$ cat config.mk
export PLATFORM = sky130hd
export DESIGN_NAME = fir_coeff_loader
export DESIGN_NICKNAME = d
export VERILOG_FILES = /design/src/rtl/fir_coeff_loader.sv
export SDC_FILE = /design/constraint.sdc
export NUM_CORES = 2
export LEC_CHECK = 0
export CORE_AREA = 2 2 431 433
export DETAILED_ROUTE_END_ITERATION = 8
export DIE_AREA = 0 0 433 435
export PLACE_DENSITY = 0.74
export SKIP_CTS_REPAIR_TIMING = 1
export SYNTH_ARGS = -nofsm -noshare
export SYNTH_HDL_FRONTEND = slang
export SYNTH_SLANG_ARGS = --single-unit
export TNS_END_PERCENT = 1
$ cat constraint.sdc
create_clock -name clk -period 5.4 [get_ports clk]
set_clock_uncertainty 0.05 [all_clocks]
set_input_delay 1.62 -clock clk [delete_from_list [all_inputs] [get_ports clk]]
set_output_delay 1.62 -clock clk [all_outputs]
set_load 0.01 [all_outputs]
$ cat src/rtl/fir_coeff_loader.sv
// Serial coefficient loader: beats fill a shadow bank that is swapped into the active bank on ce.
// Define FIR_COEFF_SYMMETRIC_EN to load only (N_TAPS+1)/2 beats and mirror them across the centre tap.
module fir_coeff_loader #(
    parameter int N_TAPS  = 33,
    parameter int COEFF_W = 32
) (
    input  logic                        clk,
    input  logic                        rstn,
    input  logic                        ce,
    input  logic                        is_coeff_valid,
    output logic                        os_coeff_ready,
    input  logic [COEFF_W-1:0]          is32_coeff_data,
    input  logic                        is_coeff_last,
    input  logic                        i_abort,
    output logic [N_TAPS*COEFF_W-1:0]   om_coeff,
    output logic                        o_update,
    output logic                        o_load_err,
    output logic [7:0]                  o8_update_cnt
);

    localparam int IDX_W = (N_TAPS > 1) ? $clog2(N_TAPS) : 1;
`ifdef FIR_COEFF_SYMMETRIC_EN
    localparam int SET_LEN = (N_TAPS + 1) / 2;
`else
    localparam int SET_LEN = N_TAPS;
`endif
    localparam logic [IDX_W-1:0] LAST_IDX = IDX_W'(SET_LEN - 1);
    localparam logic [IDX_W-1:0] IDX_ONE  = IDX_W'(1);

    typedef enum logic [1:0] {IDLE, LOAD, PEND} state_t;

    state_t               state_q, state_d;
    logic [IDX_W-1:0]     idx_q, idx_d;
    logic [COEFF_W-1:0]   shadow_q [N_TAPS];
    logic [COEFF_W-1:0]   shadow_d [N_TAPS];
    logic [COEFF_W-1:0]   active_q [N_TAPS];
    logic [COEFF_W-1:0]   active_d [N_TAPS];
    logic                 update_q, update_d;
    logic                 err_q, err_d;
    logic [7:0]           cnt_q, cnt_d;
    logic                 xfer;

    assign os_coeff_ready = rstn && (state_q != PEND);
    assign xfer           = is_coeff_valid && os_coeff_ready && !i_abort;

`ifdef FIR_COEFF_SYMMETRIC_EN
    logic [IDX_W-1:0] mirror_idx;
    assign mirror_idx = IDX_W'(N_TAPS - 1) - idx_q;
`endif

    // IDLE and LOAD share one framing rule since the index is always zero in IDLE.
    always_comb begin
        state_d  = state_q;
        idx_d    = idx_q;
        shadow_d = shadow_q;
        active_d = active_q;
        update_d = 1'b0;
        err_d    = 1'b0;
        cnt_d    = cnt_q;
        if (i_abort) begin
            state_d = IDLE;
            idx_d   = '0;
        end else begin
            case (state_q)
                IDLE, LOAD: begin
                    if (xfer) begin
                        shadow_d[idx_q] = is32_coeff_data;
`ifdef FIR_COEFF_SYMMETRIC_EN
                        shadow_d[mirror_idx] = is32_coeff_data;
`endif
                        if ((idx_q == LAST_IDX) && is_coeff_last) begin
                            state_d = PEND;
                            idx_d   = '0;
                        end else if ((idx_q != LAST_IDX) && !is_coeff_last) begin
                            state_d = LOAD;
                            idx_d   = idx_q + IDX_ONE;
                        end else begin
                            err_d   = 1'b1;
                            state_d = IDLE;
                            idx_d   = '0;
                        end
                    end
                end
                PEND: begin
                    if (ce) begin
                        active_d = shadow_q;
                        update_d = 1'b1;
                        cnt_d    = cnt_q + 8'd1;
                        state_d  = IDLE;
                        idx_d    = '0;
                    end
                end
                default: begin
                    state_d = IDLE;
                    idx_d   = '0;
                end
            endcase
        end
    end

    always_ff @(posedge clk) begin
        if (!rstn) begin
            state_q  <= IDLE;
            idx_q    <= '0;
            shadow_q <= '{default: '0};
            active_q <= '{default: '0};
            update_q <= 1'b0;
            err_q    <= 1'b0;
            cnt_q    <= 8'd0;
        end else begin
            state_q  <= state_d;
            idx_q    <= idx_d;
            shadow_q <= shadow_d;
            active_q <= active_d;
            update_q <= update_d;
            err_q    <= err_d;
            cnt_q    <= cnt_d;
        end
    end

    for (genvar k = 0; k < N_TAPS; k++) begin : g_out
        assign om_coeff[k*COEFF_W +: COEFF_W] = active_q[k];
    end

    assign o_update      = update_q;
    assign o_load_err    = err_q;
    assign o8_update_cnt = cnt_q;

endmodule

# ---- Word-level counts from Yosys, hierarchy flattened
# Index checks and enable logic that the tools add are counted.
# Widths: inputs -> output; s select.
dict set report totals {
  ff_bits 2130
  inputBits 38
  output_inout_bits 1067
  word_cells 119
}
dict set report classes {
  addsub 2
  magnitude_cmp 2
  eq_ne 7
  n_mux 15
  bitwise_logic 6
  n_reduce_logical 16
}
# cell n
set ops {}
lappend ops {{$bwmux 1056} 1}
lappend ops {{$demux 32 s6} 1}
lappend ops {{$mux 32} 1}
lappend ops {{$mux 6} 4}
lappend ops {{$pmux 6 s2} 1}
lappend ops {{$add 8x1->8 const B} 1}
lappend ops {{$ge 7x7->1 const B} 1}
lappend ops {{$lt 7x1->1 const B} 1}
lappend ops {{$not 6->7} 1}
lappend ops {{$add 6x1->6 const B} 1}
lappend ops {{$eq 6x6->1 const B} 1}
lappend ops {{$logic_and 1x1->1} 6}
lappend ops {{$mux 2} 3}
lappend ops {{$ne 2x2->1 const B} 3}
lappend ops {{$ne 6x6->1 const B} 1}
lappend ops {{$reduce_and 3->1} 2}
lappend ops {{$not 1->1} 5}
lappend ops {{$reduce_or 5->1} 1}
lappend ops {{$pmux 2 s2} 1}
lappend ops {{$reduce_or 2->1} 2}
lappend ops {{$mux 1} 3}
lappend ops {{$reduce_or 3->1} 1}
lappend ops {{$eq 2x1->1 const B} 1}
lappend ops {{$eq 2x2->1 const B} 1}
lappend ops {{other kinds (3)} 4}

# ---- Depth between registers and ports, before layout
dict set report depth {
  word_depth 6
  ltp_mapped 8
  mapped_depth_nobuf 6
}

# ---- Least setup slack after synthesis
# Ideal clock, no wire load.
dict set report synth_path {
  kind {input to output}
  startpoint {in rstn}
  endpoint {out os_coeff_ready}
  arrival_ps 2329
  path_slack_ps 1401
  path_stages 3
  path_buffers 2
  path_cell_list {buf_2 > clkbuf_1 > a21boi_0}
}
dict set report synth_via {
  elab_chain_cells 1
}
# item line
set synth_rtl {}
lappend synth_rtl {{start, declared} 8} ;# input logic rstn,
lappend synth_rtl {{$logic_and 1x1->1} 43} ;# assign os_coeff_ready = rstn && (state_q != PEND);
lappend synth_rtl {{end, declared} 11} ;# output logic os_coeff_ready,
# No other way between the ends.

# ---- Worst setup path in the final report
# Same ends and word-level chain as after synthesis.

==> metrics.sh <==
SYNTH.CELL_AREA_MM2=0.0747
CORE_MM2=0.184
HTREE_LEVELS=4
WORST_SETUP_PATH_END_KIND='output port'
HOLD_CLASS='flop to flop'
FINALWEIGHTEDCONGESTION=0.901
GRT.TOTAL_USAGE_PCT=27.8
YOSYSWARNINGS=0
GRT_START_MAX_NET_PINS=296
TIMING_MAX_TRANSITION_VIOLATIONS_FINAL=0
CRIT_PATH_START_KIND='input pin'
YS_TOP_CELLS_BY_COUNT='sky130_fd_sc_hd__nand2_1, sky130_fd_sc_hd__dfxtp_1, sky130_fd_sc_hd__a21boi_0'
STDCELL_COUNT=12010
UNREPAIRED_SETUP_ENDPOINTS_AFTER_GLOBAL_ROUTING='no'
SYNTHDOMINANTCELLAREASHARE_PCT=57.1
CLKLATENCYLATEPIN_PS=860
TIMING.SETUP.TNS_PS=0
DESIGN_POWER_TOTAL_mW=31.2
CAP_VIOL_MAX_COUNT=0
ANTENNA_VIOLATIONS_BEFORE_REPAIR=24
DRTPASS1ITERATIONS=6
MAX_CLOCK_FREQ_GHz=0.216
CP_CELL_SEQUENCE='buf_16 -> a21boi_0 -> buf_4 -> clkdlybuf4s50_1'
MULTI_INPUT_AREA_MM2=0.0289
SYNTH.LIB_CELLS_USED.DISTINCT=45
SYNTH_FP_NETS=8715
SYNTH-EDFF-COUNT=0
MAXIMUM_IR_DROP_ON_THE_VDD_RAIL_mV=0.293
GRT_FIRST_PASS_WIRELENGTH_UM=392000
SLOWEST_STAGE='sky130_fd_sc_hd__clkdlybuf4s50_1'
TIGHTEST_SLEW_PS=1360
VIAS_PER_CELL=5.40
WORST-PATH-MAX-FANOUT=11
GRT_REMAINING_OVERFLOW=0
ROUTE.DETAILED.DRC=0
ANTENNA_VIOLATING_NETS_POST_ROUTE=0
ROW_COUNT=158
P_LEAK_nW=30.8
RUN_STATUS='finished clean'
CLK_PIN_SLEW_WORST_PATHS_PS=60
POST_SYNTH.CELL_AREA_AVG_UM2=8.61
YOSYSMOSTFREQUENTCELL='sky130_fd_sc_hd__nand2_1'
HPWLAFTERDP_UM=177000
FIRST_GLOBAL_VIAS=59141
DIE_HEIGHT_UM=435
REPORT.FINAL.HOLD_VIOL_COUNT=0
SETUP.WORST_PATH.CLASS='input pin to output port'
NUMCTSBUFFERS=204
DESIGN.DIE.AREA_MM2=0.188
POST_SYNTHESIS_SEQUENTIAL_ELEMENT_COUNT=2130
WHS_PS=375
NETS_FINISH=9391
DRT_WIRELENGTH_UM=274000
FILLERS=16385
POST_DRT_WL_PER_CELL_UM=22.8
CPPEAKSTAGEDELAY_PS=520
CLOCK-SINKS=2130
FINAL_UTIL_PCT=51.3
PORT_BUFFERS=1104
POST_ROUTE_CLOCK_PERIOD_UTILIZATION_PCT=85.6
FINAL_CRITICAL_PATH_TIME_INCLUDING_I_O_DELAYS_AND_SETUP_PS=4620
WORST_EP_REQUIRED_TIME_PS=3730
POST_SYNTH_MAIN_AREA_CONTRIBUTORS='sky130_fd_sc_hd__dfxtp_1, sky130_fd_sc_hd__nand2_1, sky130_fd_sc_hd__a21boi_0, sky130_fd_sc_hd__nand3_1, sky130_fd_sc_hd__o21ai_0'
SETUP_VIOLATIONS=0
YS_DOMINANT_REG_CELL='sky130_fd_sc_hd__dfxtp_1'
REGAREA_MM2=0.0426
POST_ROUTE_CELLS_DRIVE_ABOVE_1_SHARE_PCT=5.79
POST_SYNTHESIS_TO_FINAL_LAYOUT_AREA_GROWTH_PCT=26.4
DIE-WIDTH_UM=433
CLK_ROOT_BUFFER_CELL='sky130_fd_sc_hd__clkbuf_16'
CELLPOWERDENSITY_mW_PER_MM2=331
RRSETUPSLACK_PS=2530
TRITONCTS='yes'
ARRIVAL_TIME_AT_THE_WORST_ENDPOINT_PS=2950
POST-SYNTH-TOP-AREA-CELL='sky130_fd_sc_hd__dfxtp_1'
PLACED_CELLS=11624
STARTING_DENSITY_OF_THE_CORE_PCT=40.6
PIN_COUNT=1105
SYN-INSTANCE-COUNT=8674
RELSLEWSLACK_PCT=9.40
SYNTH-ASYNC-RESET-RATIO_PCT=0
DRT-INITIAL-DRC-COUNT=6792
NUM_VIAS=64817
CLOCK_PATH_BUFFERS=3
SYNTH.YOSYS.SEQ_AREA_SHARE_PCT=57.1
-- per-layer routing --
layer  global-route usage, %  vias up  wire length (um)
met5                       0        -                27
met4                    18.4        4             19100
met3                    5.09      663             22800
met2                    43.5     3049            124000
met1                    34.9    31032            107000
li1                        -    30069                 -
-- logic make-up after synthesis --
group	count (synthesis)	synth area share, %
simple gates	3609	20.4
flops	2130	57.1
compound gates	2129	17.9
buf+inv	793	4.45
xor+xnor	8	0.0938
fa+ha+maj	3	0.0502
mux	2	0.0268
-- layout make-up --
| type | count | share of cell area [%] |
|---|---|---|
| sequential | 2130 | 45.1 |
| multi-input combinational | 5751 | 30.6 |
| timing repair buffer | 1260 | 13.6 |
| clock buffer | 304 | 6.31 |
| tap | 2480 | 3.28 |
| clock inverter | 68 | 0.977 |
| antenna | 14 | 0.0371 |
| inverter | 3 | 0.0119 |
-- placed cells by master, fill, tap and decap left out, types with 5 or more instances in the layout --
cell,instances
sky130_fd_sc_hd__nand3_1,789
sky130_fd_sc_hd__and2_0,7
sky130_fd_sc_hd__clkbuf_1,53
sky130_fd_sc_hd__buf_4,107
sky130_fd_sc_hd__o21ai_1,314
sky130_fd_sc_hd__clkbuf_16,205
sky130_fd_sc_hd__xnor2_1,5
sky130_fd_sc_hd__nand2_1,2682
sky130_fd_sc_hd__nor2_1,6
sky130_fd_sc_hd__bufinv_16,14
sky130_fd_sc_hd__diode_2,14
sky130_fd_sc_hd__nand4_4,22
sky130_fd_sc_hd__nand2_2,29
sky130_fd_sc_hd__o21ai_0,714
sky130_fd_sc_hd__clkbuf_8,46
sky130_fd_sc_hd__buf_12,49
sky130_fd_sc_hd__clkdlybuf4s50_1,1103
sky130_fd_sc_hd__inv_6,8
sky130_fd_sc_hd__clkinv_2,28
sky130_fd_sc_hd__a21boi_0,1061
sky130_fd_sc_hd__dfxtp_1,2130
sky130_fd_sc_hd__a21boi_1,30
sky130_fd_sc_hd__and2_1,30
sky130_fd_sc_hd__and4b_2,7
-- power by group --
part,leakage [nW],internal [mW],switching (mW)
clock,3.38,8.35,6.31
sequential,17.1,15.7,0.00536
combinational,10.3,0.209,0.659
total,30.8,24.3,6.97
-- worst max-delay path: cells and delay by family --
kind            cells  cell delay (ps)
buf+inv             3              880
compound gates      1              420
-- per-stage QoR --
step | area [um2] | setup slack, ps
after floorplan | 74700 | 1400
after global placement | 87500 | 739
after detailed placement | 87500 | 794
after CTS | 94400 | 784
after global routing | 94400 | 786
final | 94500 | 776
-- flip-flops by register name, summed over array words and instances (netlist names) --
name and flops:
om_coeff 1056, shadow_q 1056, o8_update_cnt 8, idx_q 6, state_q 2, o_load_err 1
o_update 1
-- worst paths after layout --
| path | startpoint | endpoint | cells past startpoint |
|---|---|---|---|
| setup / recovery | rstn | os_coeff_ready | 4 |
| hold / removal | shadow_q[598] | om_coeff[470] | 2 |
| setup reg to reg | idx_q[2] | shadow_q[151] | 4 |
| hold reg to reg | shadow_q[598] | om_coeff[470] | 2 |
(Power assumes the default switching activity.)
